$ cat config.mk
export PLATFORM = sky130hd
export DESIGN_NAME = object_spawn_dispatcher_flat
export DESIGN_NICKNAME = d
export VERILOG_FILES = /design/src/rtl/object_spawn_dispatcher_if.sv /design/src/rtl/object_spawn_dispatcher.sv /design/src/flat_wrapper.sv
export SDC_FILE = /design/constraint.sdc
export NUM_CORES = 1
export LEC_CHECK = 0
export BUFFER_PORTS_ARGS = -buffer_cell sky130_fd_sc_hd__buf_4
export CORE_MARGIN = 2
export CORE_UTILIZATION = 51
export CTS_BUF_LIST = sky130_fd_sc_hd__clkbuf_8 sky130_fd_sc_hd__clkbuf_16
export CTS_CLUSTER_DIAMETER = 100
export DETAILED_ROUTE_END_ITERATION = 16
export PLACE_DENSITY = 0.8
export SYNTH_ARGS = -nofsm -noshare
export SYNTH_HDL_FRONTEND = slang
export SYNTH_SLANG_ARGS = --single-unit
$ cat constraint.sdc
create_clock -name clk_calculation -period 2.75 [get_ports clk_calculation]
set_input_delay 0.4125 -clock clk_calculation [delete_from_list [all_inputs] [get_ports clk_calculation]]
set_output_delay 0.4125 -clock clk_calculation [all_outputs]
set_load 0.01 [all_outputs]
$ cat src/rtl/object_spawn_dispatcher_if.sv
// Object bus between the spawn dispatcher (master) and the multi-object
// runtime (slave): latched object fields plus the sync/update handshake.
interface object_spawn_dispatcher_if;
    logic [2:0] object_movement_direction;
    logic [9:0] object_pos_x;
    logic [9:0] object_pos_y;
    logic [9:0] object_w;
    logic [9:0] object_h;
    logic [4:0] object_speed;
    logic [7:0] object_destroy_time;
    logic [1:0] object_destroy_trigger;
    logic       sync_object_position;
    logic       update_object_position;

    modport master (
        output object_movement_direction,
        output object_pos_x,
        output object_pos_y,
        output object_w,
        output object_h,
        output object_speed,
        output object_destroy_time,
        output object_destroy_trigger,
        output sync_object_position,
        input  update_object_position
    );

    modport slave (
        input  object_movement_direction,
        input  object_pos_x,
        input  object_pos_y,
        input  object_w,
        input  object_h,
        input  object_speed,
        input  object_destroy_time,
        input  object_destroy_trigger,
        input  sync_object_position,
        output update_object_position
    );
endinterface

$ cat src/rtl/object_spawn_dispatcher.sv
// Object spawn dispatcher: walks the pattern ROM, waits each entry's
// centi-second delay, then presents the entry on the object bus with
// sync_object_position low until the runtime acknowledges (or the ack
// times out, in which case the entry is counted as dropped).
module object_spawn_dispatcher #(
    parameter int ADDR_WIDTH     = 8,
    parameter int PATTERN_LENGTH = 16,
    parameter int ACK_TIMEOUT    = 1023
) (
    input  logic                         clk_calculation,
    input  logic                         reset,
    input  logic                         tick_centi_second,
    input  logic                         start,
    output logic [ADDR_WIDTH-1:0]        rom_addr,
    input  logic [66:0]                  rom_data,
    object_spawn_dispatcher_if.master    obj_bus,
    output logic                         busy,
    output logic                         done,
    output logic [7:0]                   dropped_count
);

    typedef enum logic [2:0] {
        IDLE,
        FETCH,
        LATCH,
        WAIT_TIME,
        ISSUE,
        RELEASE,
        DONE
    } state_t;

    localparam logic [ADDR_WIDTH-1:0] LAST_ADDR     = ADDR_WIDTH'(PATTERN_LENGTH - 1);
    localparam logic [ADDR_WIDTH-1:0] ADDR_ONE      = ADDR_WIDTH'(1);
    localparam logic [15:0]           TIMEOUT_LIMIT = 16'(ACK_TIMEOUT);

    state_t                  state;
    state_t                  state_next;
    logic [ADDR_WIDTH-1:0]   rom_addr_next;
    logic [57:0]             fields;
    logic [57:0]             fields_next;
    logic [7:0]              wait_cnt;
    logic [7:0]              wait_cnt_next;
    logic [15:0]             timeout_cnt;
    logic [15:0]             timeout_cnt_next;
    logic [15:0]             timeout_inc;
    logic                    sync;
    logic                    sync_next;
    logic [7:0]              dropped_next;

    // Drop counter holds at 255 rather than wrapping back to 0.
    function automatic logic [7:0] sat_inc8(input logic [7:0] value);
        return (value == 8'hFF) ? value : value + 8'd1;
    endfunction

    assign timeout_inc = timeout_cnt + 16'd1;

    // Next-state and next-register values; every target defaults to hold.
    always_comb begin
        state_next       = state;
        rom_addr_next    = rom_addr;
        fields_next      = fields;
        wait_cnt_next    = wait_cnt;
        timeout_cnt_next = timeout_cnt;
        sync_next        = sync;
        dropped_next     = dropped_count;

        case (state)
            IDLE, DONE: begin
                if (start) begin
                    rom_addr_next = '0;
                    dropped_next  = '0;
                    state_next    = FETCH;
                end
            end
            FETCH: begin
                // ROM address was presented last edge; data is valid next cycle.
                state_next = LATCH;
            end
            LATCH: begin
                fields_next      = rom_data[57:0];
                wait_cnt_next    = rom_data[65:58];
                timeout_cnt_next = '0;
                if (rom_data[66]) begin
                    state_next = DONE;
                end else if (rom_data[65:58] == 8'd0) begin
                    sync_next  = 1'b0;
                    state_next = ISSUE;
                end else begin
                    state_next = WAIT_TIME;
                end
            end
            WAIT_TIME: begin
                if (tick_centi_second) begin
                    wait_cnt_next = wait_cnt - 8'd1;
                    if (wait_cnt == 8'd1) begin
                        sync_next  = 1'b0;
                        state_next = ISSUE;
                    end
                end
            end
            ISSUE: begin
                timeout_cnt_next = timeout_inc;
                // An ack on the timeout cycle still counts as delivered.
                if (obj_bus.update_object_position) begin
                    sync_next  = 1'b1;
                    state_next = RELEASE;
                end else if (timeout_inc == TIMEOUT_LIMIT) begin
                    sync_next    = 1'b1;
                    dropped_next = sat_inc8(dropped_count);
                    state_next   = RELEASE;
                end
            end
            RELEASE: begin
                // Wait for the runtime to drop its ack before the next entry.
                if (!obj_bus.update_object_position) begin
                    if (rom_addr == LAST_ADDR) begin
                        state_next = DONE;
                    end else begin
                        rom_addr_next = rom_addr + ADDR_ONE;
                        state_next    = FETCH;
                    end
                end
            end
            default: begin
                state_next = IDLE;
            end
        endcase
    end

    // State and datapath registers with synchronous reset.
    always_ff @(posedge clk_calculation) begin
        if (reset) begin
            state         <= IDLE;
            rom_addr      <= '0;
            fields        <= '0;
            wait_cnt      <= '0;
            timeout_cnt   <= '0;
            sync          <= 1'b1;
            dropped_count <= '0;
        end else begin
            state         <= state_next;
            rom_addr      <= rom_addr_next;
            fields        <= fields_next;
            wait_cnt      <= wait_cnt_next;
            timeout_cnt   <= timeout_cnt_next;
            sync          <= sync_next;
            dropped_count <= dropped_next;
        end
    end

    assign obj_bus.object_movement_direction = fields[57:55];
    assign obj_bus.object_pos_x              = fields[54:45];
    assign obj_bus.object_pos_y              = fields[44:35];
    assign obj_bus.object_w                  = fields[34:25];
    assign obj_bus.object_h                  = fields[24:15];
    assign obj_bus.object_speed              = fields[14:10];
    assign obj_bus.object_destroy_time       = fields[9:2];
    assign obj_bus.object_destroy_trigger    = fields[1:0];
    assign obj_bus.sync_object_position      = sync;

    assign busy = (state != IDLE) && (state != DONE);
    assign done = (state == DONE);

endmodule

$ cat src/flat_wrapper.sv
// flat-port wrapper written by rule: the top's interface ports become plain ports
module object_spawn_dispatcher_flat 
#(
    parameter int ADDR_WIDTH     = 8,
    parameter int PATTERN_LENGTH = 16,
    parameter int ACK_TIMEOUT    = 1023
)
  (clk_calculation, reset, tick_centi_second, start, rom_addr, rom_data, busy, done, dropped_count, obj_bus_object_movement_direction, obj_bus_object_pos_x, obj_bus_object_pos_y, obj_bus_object_w, obj_bus_object_h, obj_bus_object_speed, obj_bus_object_destroy_time, obj_bus_object_destroy_trigger, obj_bus_sync_object_position, obj_bus_update_object_position);
  object_spawn_dispatcher_if obj_bus_i ();
  input  logic clk_calculation;
  input  logic reset;
  input  logic tick_centi_second;
  input  logic start;
  output logic [ADDR_WIDTH-1:0] rom_addr;
  input  logic [66:0] rom_data;
  output logic busy;
  output logic done;
  output logic [7:0] dropped_count;
  output wire logic [$bits(obj_bus_i.object_movement_direction)-1:0] obj_bus_object_movement_direction;
  output wire logic [$bits(obj_bus_i.object_pos_x)-1:0] obj_bus_object_pos_x;
  output wire logic [$bits(obj_bus_i.object_pos_y)-1:0] obj_bus_object_pos_y;
  output wire logic [$bits(obj_bus_i.object_w)-1:0] obj_bus_object_w;
  output wire logic [$bits(obj_bus_i.object_h)-1:0] obj_bus_object_h;
  output wire logic [$bits(obj_bus_i.object_speed)-1:0] obj_bus_object_speed;
  output wire logic [$bits(obj_bus_i.object_destroy_time)-1:0] obj_bus_object_destroy_time;
  output wire logic [$bits(obj_bus_i.object_destroy_trigger)-1:0] obj_bus_object_destroy_trigger;
  output wire logic [$bits(obj_bus_i.sync_object_position)-1:0] obj_bus_sync_object_position;
  input wire logic [$bits(obj_bus_i.update_object_position)-1:0] obj_bus_update_object_position;
  assign obj_bus_object_movement_direction = obj_bus_i.object_movement_direction;
  assign obj_bus_object_pos_x = obj_bus_i.object_pos_x;
  assign obj_bus_object_pos_y = obj_bus_i.object_pos_y;
  assign obj_bus_object_w = obj_bus_i.object_w;
  assign obj_bus_object_h = obj_bus_i.object_h;
  assign obj_bus_object_speed = obj_bus_i.object_speed;
  assign obj_bus_object_destroy_time = obj_bus_i.object_destroy_time;
  assign obj_bus_object_destroy_trigger = obj_bus_i.object_destroy_trigger;
  assign obj_bus_sync_object_position = obj_bus_i.sync_object_position;
  assign obj_bus_i.update_object_position = obj_bus_update_object_position;
  object_spawn_dispatcher #(.ADDR_WIDTH(ADDR_WIDTH), .PATTERN_LENGTH(PATTERN_LENGTH), .ACK_TIMEOUT(ACK_TIMEOUT)) u_core (.clk_calculation(clk_calculation), .reset(reset), .tick_centi_second(tick_centi_second), .start(start), .rom_addr(rom_addr), .rom_data(rom_data), .obj_bus(obj_bus_i), .busy(busy), .done(done), .dropped_count(dropped_count));
endmodule
* Word-level counts from Yosys, hierarchy flattened
Index checks and enable logic that the tools add are counted.
Word-level totals: flip-flop bits (word level) 102, input port bits 72, output and inout bits 77
Cells by class: $add $sub $neg 4, equality and inequality tests 22, multiplexer cells 28, reduce and logical (&&, ||, !) cells 15
Operators with widths (number):
- 8-bit two-way mux | 7
- 8-bit case mux with 2 select lines | 3
- 16-bit case mux with 2 select lines | 1
- 3-bit two-way mux | 9
- 3-bit case mux with 6 select lines | 1
- 16-bit by 1-bit adder with 16-bit output (second input constant) | 1
- 8-bit by 1-bit adder with 8-bit output (second input constant) | 2
- 16-bit by 10-bit == test with 1-bit output (second input constant) | 1
- 2-bit inequality test (second input constant) | 7
- 5-bit AND reduction | 2
- 3-bit == test (second input constant) | 3
- 8-bit by 1-bit == test with 1-bit output (second input constant) | 1
- 8-bit by 4-bit == test with 1-bit output (second input constant) | 1
- 8-bit == test (second input constant) | 1
- 8-bit logical NOT | 1
- 2-bit nonzero test | 4
- 8-bit by 1-bit subtractor with 8-bit output (second input constant) | 1
- 3-bit by 2-bit == test with 1-bit output (second input constant) | 2
- 1-bit two-way mux | 6
- 2-bit by 1-bit inequality test with 1-bit output (second input constant) | 3
- 6-bit AND reduction | 1
- 3-bit nonzero test | 2
- 4-bit AND reduction | 1
- 3-bit by 1-bit == test with 1-bit output (second input constant) | 1
- other kinds (7) | 7

* Depth between registers and ports, before layout
Gate-level depths: netlist (run 1).
depth after elaboration 5, depth in mapped cells 10, gate-level depth less buffers 8

* Least setup slack after synthesis (run 1)
OpenSTA, ideal clock, no wires.
path type register to register, start point reg u_core.timeout_cnt[1], end point reg u_core.dropped_count[6], data arrival time 2.306 ns, path slack 0.357 ns, stages on the path, launching flop included 9, period minus slack after synthesis 2.393 ns, path through dfxtp_1 ha_1 nand3_2 nor3b_4 nand3_1 a2111o_1 or4_1 buf_2 o31ai_1
Between the ends: cells in the longest elaborated chain, start to end 4
RTL lines:
- from (decl) | line object_spawn_dispatcher.sv:43 | logic [15:0] timeout_cnt;
- from (signal assigned) | line object_spawn_dispatcher.sv:145 | timeout_cnt <= timeout_cnt_next;
- 16-bit by 1-bit adder with 16-bit output | line object_spawn_dispatcher.sv:55 | assign timeout_inc = timeout_cnt + 16'd1;
- 16-bit by 10-bit == test with 1-bit output | line object_spawn_dispatcher.sv:107 | end else if (timeout_inc == TIMEOUT_LIMIT) begin
- 2-bit by 1-bit inequality test with 1-bit output (no source line)
- 5-bit AND reduction (no source line)
- to (signal assigned) | line object_spawn_dispatcher.sv:147 | dropped_count <= dropped_next;
- to (decl) | line object_spawn_dispatcher.sv:19 | output logic [7:0] dropped_count
No other way between the ends. A chain may end at the register's enable or synchronous reset.

* Worst setup path in the final report (run 1)
start point reg u_core.timeout_cnt[0], end point reg u_core.dropped_count[5]
The elaborated chain is that of the path after synthesis.

==> results.rst, run 1 <==
.. list-table::
   :header-rows: 1

   * - Metric
     - Value
   * - Antenna violations before repair
     - 0
   * - Pleak
     - between 2 and 2.5 nW
   * - Reg2reg setup slack
     - 230 ps
   * - # rows
     - 35
   * - Critical path class
     - reg2reg
   * - Area of all placed cells without fillers
     - 6090 sq um
   * - Mean number of vias per cell
     - around 5.6
   * - Critical Path, Cell by Cell
     - ha_1, nand3_2, nor3b_4, nand3_1, a2111o_1, or4_1, o31ai_1
   * - Flop and latch count out of synthesis
     - 102
   * - GPL Wtd Cong
     - around 0.88
   * - Routed wirelength normalized by instance count
     - 14.2 microns
   * - Fmax
     - ~0.4 GHz
   * - Largest stage delay, worst path
     - 540 ps
   * - Worst slew pin tran
     - 713 ps
   * - Routed met1 length
     - 5230 microns
   * - Synthesized area per cell
     - ~7.8 sq um
   * - Beginning of the worst register-to-register path
     - u_core.timeout_cnt[0]
   * - Most frequent standard cell in the layout excluding fill and tap cells
     - buf_4
   * - Power per unit of standard cell area
     - around 710 nW/um^2
   * - FF-to-FF path depth
     - 7
   * - Post-cts hold buffer count
     - 0
   * - Fraction of layout cells with a size suffix above 1
     - 0.265
   * - Number of pins with negative max-slew slack in the final report
     - 0
   * - Cell area after placement
     - 5900 sq um
   * - Global-route congestion overflow total
     - 0
   * - Combinational Power Share
     - 0.358
   * - Final Net Count
     - 821
   * - Share of the cycle needed by the critical path after routing
     - 0.916
   * - Result of the run
     - finished clean
   * - Worst min path class
     - in2reg
   * - Hold endpoint
     - u_core.fields[14]
   * - Hold Path Origin
     - rom_data[14]
   * - Detailed Route Iter0 Violations
     - 367
   * - Number of standard cells after synthesis
     - a little over 600
   * - Horiz. Die Dim
     - around 100 microns
   * - Critical path data arrival time
     - 2790 ps
   * - Fraction of power spent switching nets
     - 0.371
   * - CTS tree
     - yes
   * - Core Box Area
     - between 9000 and 10,000 sq um
   * - Final worst hold slack
     - about 280 ps
   * - Required @ worst endpoint
     - a little over 3000 ps
   * - Kind of capture point of the worst setup path
     - flip-flop
   * - Final setup vio count
     - 0
   * - Met2 wire length
     - a little under 6000 microns
   * - # IOs
     - between 100 and 150
   * - Die ar.
     - 10,100 sq um
   * - Worst clock skew
     - 11.1 ps
   * - Number of input and output port buffers inserted
     - between 100 and 150
   * - Endpoint of the worst-slack reg-to-reg timing path
     - u_core.dropped_count[5]
   * - Final cell utilization of the core
     - 0.669
   * - Post-synthesis instance area
     - ~4700 sq um
   * - Clock buffer depth
     - 2
   * - Total nets after synthesis
     - about 700
   * - Share of power burned in registers
     - 0.431
   * - Routed length on met3
     - approximately 820 microns
   * - Post-route setup TNS
     - 0 ps
   * - Number of distinct library cell variants in the gate-level netlist after synthesis
     - 69
   * - Floorplan die height
     - 100 microns
   * - Wire length of the first global-routing pass
     - 19,800 microns
   * - Startpoint class of the critical path
     - flip-flop
   * - Sequential-to-total area share from yosys stat
     - 0.432
   * - Most used cells in the layout excluding fill and tap cells
     - 164 x buf_4, 149 x nand2_1, 102 x dfxtp_1
   * - Min Tclk post-route
     - approximately 2500 ps
   * - Net switching power
     - 1.60 mW
   * - Number of detailed-routing iterations run before antenna repair
     - 6
   * - Fraction of registers with async set/reset
     - 0
   * - Initial core utilization
     - 0.520
   * - Clock edge transition at the registers on the reported setup and hold paths
     - around 110 ps
   * - Maximum fanout count along the critical path
     - 9
   * - Worst-Skew Late Latency
     - about 360 ps
   * - Number of buffers added for setup after CTS
     - 0
   * - Overall via count from detail_route
     - roughly 4.8k
   * - Worst hold path cell count
     - 3
   * - Combined global-route utilization of all metal layers
     - 0.238
   * - H-tree levels
     - 3
   * - Critical Path Slowest Stage Cell
     - or4_1
   * - Number of global-route vias before repair
     - roughly 4.3k
   * - Hpwl dp
     - slightly below 9000 microns
   * - RSZ-0062 raised after global routing
     - false
   * - Number of synthesized flops with an enable pin
     - 0
   * - Count of final hold-check violations
     - 0
   * - Post_cts resized
     - 0
   * - Antenna violation net count after detailed routing
     - 0
   * - Most used DFF post-synth
     - dfxtp_1
   * - Syn-to-layout area delta
     - 28.8%
   * - Peak supply drop
     - 0.390 mV
   * - Share of total power in the clock network
     - 0.212
   * - Remaining max-slew budget at the tightest pin
     - 0.525
   * - Total detailed-routing wirelength
     - roughly 12,000 microns
   * - Total number of clock tree sinks
     - a little over 100
   * - Internal Power
     - 2.72 mW
   * - Clock root buffer master
     - clkbuf_8
   * - Detailed-route DRC error count
     - 0
   * - Pin count of the biggest net entering global routing
     - 60
   * - CTS Buf Count
     - 9
   * - Antenna cell count
     - 0
   * - Max-cap viol count
     - 0
   * - Synth warn
     - 0
   * - Top layer in use
     - met4
## registers in the layout, summed over array words and instances, names as in the netlist
name / flops
u_core.obj_bus.sync_object_position: 1
u_core.wait_cnt: 8
u_core.state: 3
u_core.timeout_cnt: 16
u_core.fields: 58
u_core.rom_addr: 8
u_core.dropped_count: 8
## critical path: cells and delay by family (launching register included)
kind,cells,cell delay (ps)
and+or+nand+nor,4,1140
AOI/OAI and AO/OA,2,660
DFF,1,350
adders and majority gates,1,280
## layout make-up
type / instances / area [sq um]
multi-input combinational: 457 / 2460
clock inverter: 7 / 67.6
fill: 783 / 3010
sequential: 102 / 2040
timing repair buffer: 164 / 1230
tap: 111 / 139
clock buffer: 9 / 124
inverter: 9 / 33.8
## power by group through the flow
| stage | logic (mW) | registers [mW] | clock network [mW] |
|---|---|---|---|
| finish | 1.54 | 1.86 | 0.914 |
| global route | 1.72 | 1.89 | 1.01 |
| CTS | 1.55 | 1.86 | 0.941 |
| detailed placement | 1.54 | 1.89 | 0 |
| global placement | 1.51 | 1.88 | 0 |
| floorplan | 0.838 | 1.94 | 0 |
## Yosys cell counts (2+ instances only)
| library cell | n | area, sq um |
|---|---|---|
| inv_1 | 9 | 33.8 |
| and3_1 | 5 | 31.3 |
| a311oi_1 | 7 | 61.3 |
| or4_1 | 4 | 30.0 |
| nor3_1 | 9 | 45.0 |
| buf_2 | 4 | 20.0 |
| and4_4 | 2 | 22.5 |
| nand4_1 | 6 | 37.5 |
| nand2_1 | 150 | 563 |
| or3_1 | 4 | 25.0 |
| nor4_1 | 3 | 18.8 |
| nand4b_1 | 2 | 17.5 |
| a2bb2oi_1 | 2 | 17.5 |
| nand3_1 | 13 | 65.1 |
| o31ai_1 | 5 | 37.5 |
| a22o_1 | 2 | 17.5 |
| o21ai_0 | 24 | 120 |
| o21ai_1 | 8 | 40.0 |
| ha_1 | 6 | 75.1 |
| a21oi_1 | 87 | 435 |
| buf_1 | 3 | 11.3 |
| nor2_1 | 41 | 154 |
| and2_1 | 4 | 25.0 |
| clkbuf_8 | 2 | 27.5 |
| dfxtp_1 | 102 | 2040 |
| buf_4 | 3 | 22.5 |
| o211a_1 | 2 | 20.0 |
| nor3_2 | 2 | 20.0 |
| xnor2_1 | 9 | 78.8 |
| o311ai_1 | 5 | 43.8 |
| o21a_1 | 4 | 30.0 |
| clkbuf_1 | 28 | 105 |
| nor2b_1 | 5 | 31.3 |
| a31oi_1 | 4 | 25.0 |
| nand2b_1 | 4 | 25.0 |
| o22ai_1 | 2 | 12.5 |
| a22oi_1 | 6 | 45.0 |
## worst max-delay path by stage
stage                     startpoint                      end  slack [ps]  depth (start not counted)
2_1_floorplan  u_core.timeout_cnt[1]  u_core.dropped_count[6]         360                          8
4_1_cts        u_core.timeout_cnt[0]  u_core.dropped_count[5]         240                          7
5_1_grt        u_core.timeout_cnt[0]  u_core.dropped_count[5]          60                          7
3_5_place_dp   u_core.timeout_cnt[0]  u_core.dropped_count[5]         260                          7
6_report       u_core.timeout_cnt[0]  u_core.dropped_count[5]         230                          7
3_3_place_gp   u_core.timeout_cnt[0]  u_core.dropped_count[6]         360                          7
## metal layers
layer	up-vias	track usage
met3	25	0.0515
met1	2226	0.320
met2	176	0.365
li1	2398	-
met5	-	0
met4	0	0.112
## per-stage QoR
| step | cells | total power [mW] | worst slack [ps] |
|---|---|---|---|
| finish | 859 | 4.32 | 230 |
| global route | 859 | 4.61 | 59.7 |
| CTS | 859 | 4.34 | 235 |
| detailed placement | 843 | 3.43 | 260 |
| global placement | 843 | 3.38 | 363 |
| floorplan | 610 | 2.78 | 357 |
## cell families (layout without fill, tap and decap cells)
family          Yosys count  in the layout  share of synthesized area
flops                   102            102                      0.432
fa+ha+maj                 6              6                     0.0159
mux                       1              1                    0.00212
buf+inv                  51            189                     0.0500
xor+xnor                  9              9                     0.0167
simple gates            266            266                      0.261
compound gates          175            175                      0.223
(Power assumes the default switching activity.)
==> inputs of run 2 (changes only) <==
Settings changed: BUFFER_PORTS_ARGS -buffer_cell sky130_fd_sc_hd__buf_4 to unset, CELL_PAD_IN_SITES_DETAIL_PLACEMENT set to 0, CELL_PAD_IN_SITES_GLOBAL_PLACEMENT set to 1, CORE_UTILIZATION 51 to 45, DONT_BUFFER_PORTS set to 1, PLACE_DENSITY 0.8 to 0.79.
==> run 2 against run 1 <==
  * Total power shrank 5.9%
  * Register-to-register slack improved by 90 ps
  * Clock-buffer cell count unchanged
  * Sequential power is 6% higher
  * Critical path depth unchanged
  * First-iteration DRC count down 19%
  * Maximum frequency rose by 3.6%
  * Clock skew up 1.4 ps
  * Utilization fell by 18 points
==> results.rst, run 2 (synthesis results as in run 1) <==
.. list-table::
   :header-rows: 1

   * - Metric
     - Value
   * - Net switching power
     - 1.53 mW (-4.4%)
   * - Peak supply drop
     - 0.315 mV (-19%)
   * - Clock root buffer master
     - clkbuf_8
   * - Antenna violation net count after detailed routing
     - 0 (unchanged)
   * - Total detailed-routing wirelength
     - 11,500 microns (-6.2%)
   * - Required @ worst endpoint
     - 3040 ps (+20 ps)
   * - Maximum fanout count along the critical path
     - 7 (-2)
   * - Mean number of vias per cell
     - 5.70 (+1.6%)
   * - Remaining max-slew budget at the tightest pin
     - 0.586 (+0.0612)
   * - Internal Power
     - 2.53 mW (-6.7%)
   * - Number of buffers added for setup after CTS
     - 0 (unchanged)
   * - Wire length of the first global-routing pass
     - 18,400 microns (-7.0%)
   * - Pin count of the biggest net entering global routing
     - 91 (+52%)
   * - Largest stage delay, worst path
     - 550 ps (about the same)
   * - Post-cts hold buffer count
     - 0 (unchanged)
   * - Floorplan die height
     - 107 microns (+6.2%)
   * - Detailed-route DRC error count
     - 0 (unchanged)
   * - Final Net Count
     - 671 (-18%)
   * - Min Tclk post-route
     - 2430 ps (-87.8 ps)
   * - RSZ-0062 raised after global routing
     - false
   * - Final setup vio count
     - 0 (unchanged)
   * - Most used cells in the layout excluding fill and tap cells
     - 149 x nand2_1, 102 x dfxtp_1, 87 x a21oi_1
   * - Share of power burned in registers
     - 0.488 (+0.057)
   * - Pre-CTS setup slack
     - 327 ps (+66.4 ps)
   * - Worst clock skew
     - 12.6 ps (+1.43 ps)
   * - Combined global-route utilization of all metal layers
     - 0.197 (-0.0407)
   * - Critical path class
     - reg2reg
   * - Number of detailed-routing iterations run before antenna repair
     - 4 (-2)
   * - CTS tree
     - yes
   * - Number of global-route vias before repair
     - 3,831 (-11%)
   * - Syn-to-layout area delta
     - 6.66%
   * - Post-route setup TNS
     - 0 ps (unchanged)
   * - Antenna violations before repair
     - 0 (unchanged)
   * - Combinational Power Share
     - 0.257 (-0.101)
   * - Result of the run
     - finished clean
   * - Top register by number of flip-flops
     - u_core.fields
   * - Setup WS post-layout
     - 318 ps (+87.8 ps)
   * - Hpwl dp
     - 7920 microns (-9.7%)
   * - Number of flip-flops under the largest register name
     - 58 (unchanged)
   * - Largest registers
     - u_core.fields (58), u_core.timeout_cnt (16)
   * - Startpoint class of the critical path
     - flip-flop
   * - CTS Buf Count
     - 9 (unchanged)
   * - Die ar.
     - 11,400 sq um (+13%)
   * - Max-cap viol count
     - 0 (unchanged)
   * - Worst slew pin tran
     - 621 ps (-91.9 ps)
   * - Global-route congestion overflow total
     - 0 (unchanged)
   * - Antenna cell count
     - 0 (unchanged)
   * - Core Box Area
     - 10,300 sq um (+13%)
   * - Clock buffer depth
     - 2 (unchanged)
   * - Detailed Route Iter0 Violations
     - 297 (-19%)
   * - Overall via count from detail_route
     - 4,187 (-13%)
   * - Routed wirelength normalized by instance count
     - 15.6 microns (+9.8%)
   * - Most frequent standard cell in the layout excluding fill and tap cells
     - nand2_1
   * - Horiz. Die Dim
     - 107 microns (+6.2%)
   * - Fmax
     - 0.411 GHz (+3.6%)
   * - Fraction of layout cells with a size suffix above 1
     - 0.0803 (-0.184)
   * - Worst min path class
     - in2reg
   * - # rows
     - 37 (+5.7%)
   * - Post_cts resized
     - 0 (unchanged)
   * - Worst-Skew Late Latency
     - 370 ps (about the same)
   * - Initial core utilization
     - 0.460 (-0.0591)
   * - Final worst hold slack
     - 111 ps (-170 ps)
   * - Number of input and output port buffers inserted
     - 0 (-100%)
   * - Pleak
     - 1.70 nW (-31%)
   * - H-tree levels
     - 3 (unchanged)
   * - Number of pins with negative max-slew slack in the final report
     - 0 (unchanged)
   * - Power per unit of standard cell area
     - 805 nW/um^2 (+14%)
   * - Total number of clock tree sinks
     - 102 (unchanged)
   * - # IOs
     - 149 (unchanged)
   * - Critical Path, Cell by Cell
     - ha_1, nand3_2, nor3b_4, nand3_1, a2111o_1, or4_1, o31ai_1
   * - Share of the cycle needed by the critical path after routing
     - 0.884 (-0.0319)
   * - Kind of capture point of the worst setup path
     - flip-flop
   * - Fraction of power spent switching nets
     - 0.376 (+0.00557)
   * - GPL Wtd Cong
     - 0.807 (-8.8%)
   * - Share of total power in the clock network
     - 0.255 (+0.043)
   * - Critical path data arrival time
     - 2720 ps (-70 ps)
   * - Critical Path Slowest Stage Cell
     - or4_1
   * - Clock edge transition at the registers on the reported setup and hold paths
     - 110 ps (about the same)
   * - Count of final hold-check violations
     - 0 (unchanged)
[run 2: cell count changes in the layout (fill, tap and decap cells not counted), sizes merged]
| cell | before | now |
|---|---|---|
| buf | 164 | 14 |
| bufinv | 0 | 1 |
| inv | 12 | 11 |
[run 2: power by group through the flow]
stage	Clock (mW)	Sequential [mW]	Combinational (mW)
floorplan	0	1.94	0.838
global placement	0	2.01	1.02
detailed placement	0	2.02	1.05
CTS	1.06	1.98	1.05
global route	1.12	2.02	1.19
finish	1.04	1.98	1.04
[run 2: area by class of cell]
class | instances | area (sq um)
Tap cell | 136 | 170
Fill cell | 1026 | 5230
Inverter | 9 | 33.8
Multi-Input combinational cell | 457 | 2460
Sequential cell | 102 | 2040
Clock buffer | 9 | 124
Timing Repair Buffer | 14 | 118
Clock inverter | 7 | 103
[run 2: routing by layer]
layer / track usage / vias up / share of wire
met5: 0 / - / 0
li1: - / 2099 / -
met1: 0.246 / 1929 / 0.44
met2: 0.322 / 144 / 0.47
met3: 0.0558 / 15 / 0.074
met4: 0.0779 / 0 / 0.018
[run 2: final timing paths]
check / cells past startpoint / end / slack [ps] / from
max: 7 / u_core.dropped_count[6] / 320 / u_core.timeout_cnt[0]
min: 1 / u_core.timeout_cnt[9] / 110 / reset
max reg2reg: 7 / u_core.dropped_count[6] / 320 / u_core.timeout_cnt[0]
min reg2reg: 2 / u_core.wait_cnt[1] / 480 / u_core.wait_cnt[1]
[run 2: through the flow]
| step | util | area (sq um) | power (mW) | std cells |
|---|---|---|---|---|
| floorplan | - | 4730 | 2.78 | 610 |
| global placement | 0.469 | 4820 | 3.03 | 718 |
| detailed placement | 0.469 | 4820 | 3.07 | 718 |
| CTS | 0.491 | 5050 | 4.10 | 734 |
| global route | 0.491 | 5050 | 4.33 | 734 |
| finish | 0.491 | 5050 | 4.06 | 734 |
[run 2: critical path: cells and delay by family (launching register included)]
family	cells	cell delay [ps]
AOI/OAI and AO/OA	2	680
DFF	1	350
and+or+nand+nor	4	1050
adders and majority gates	1	300
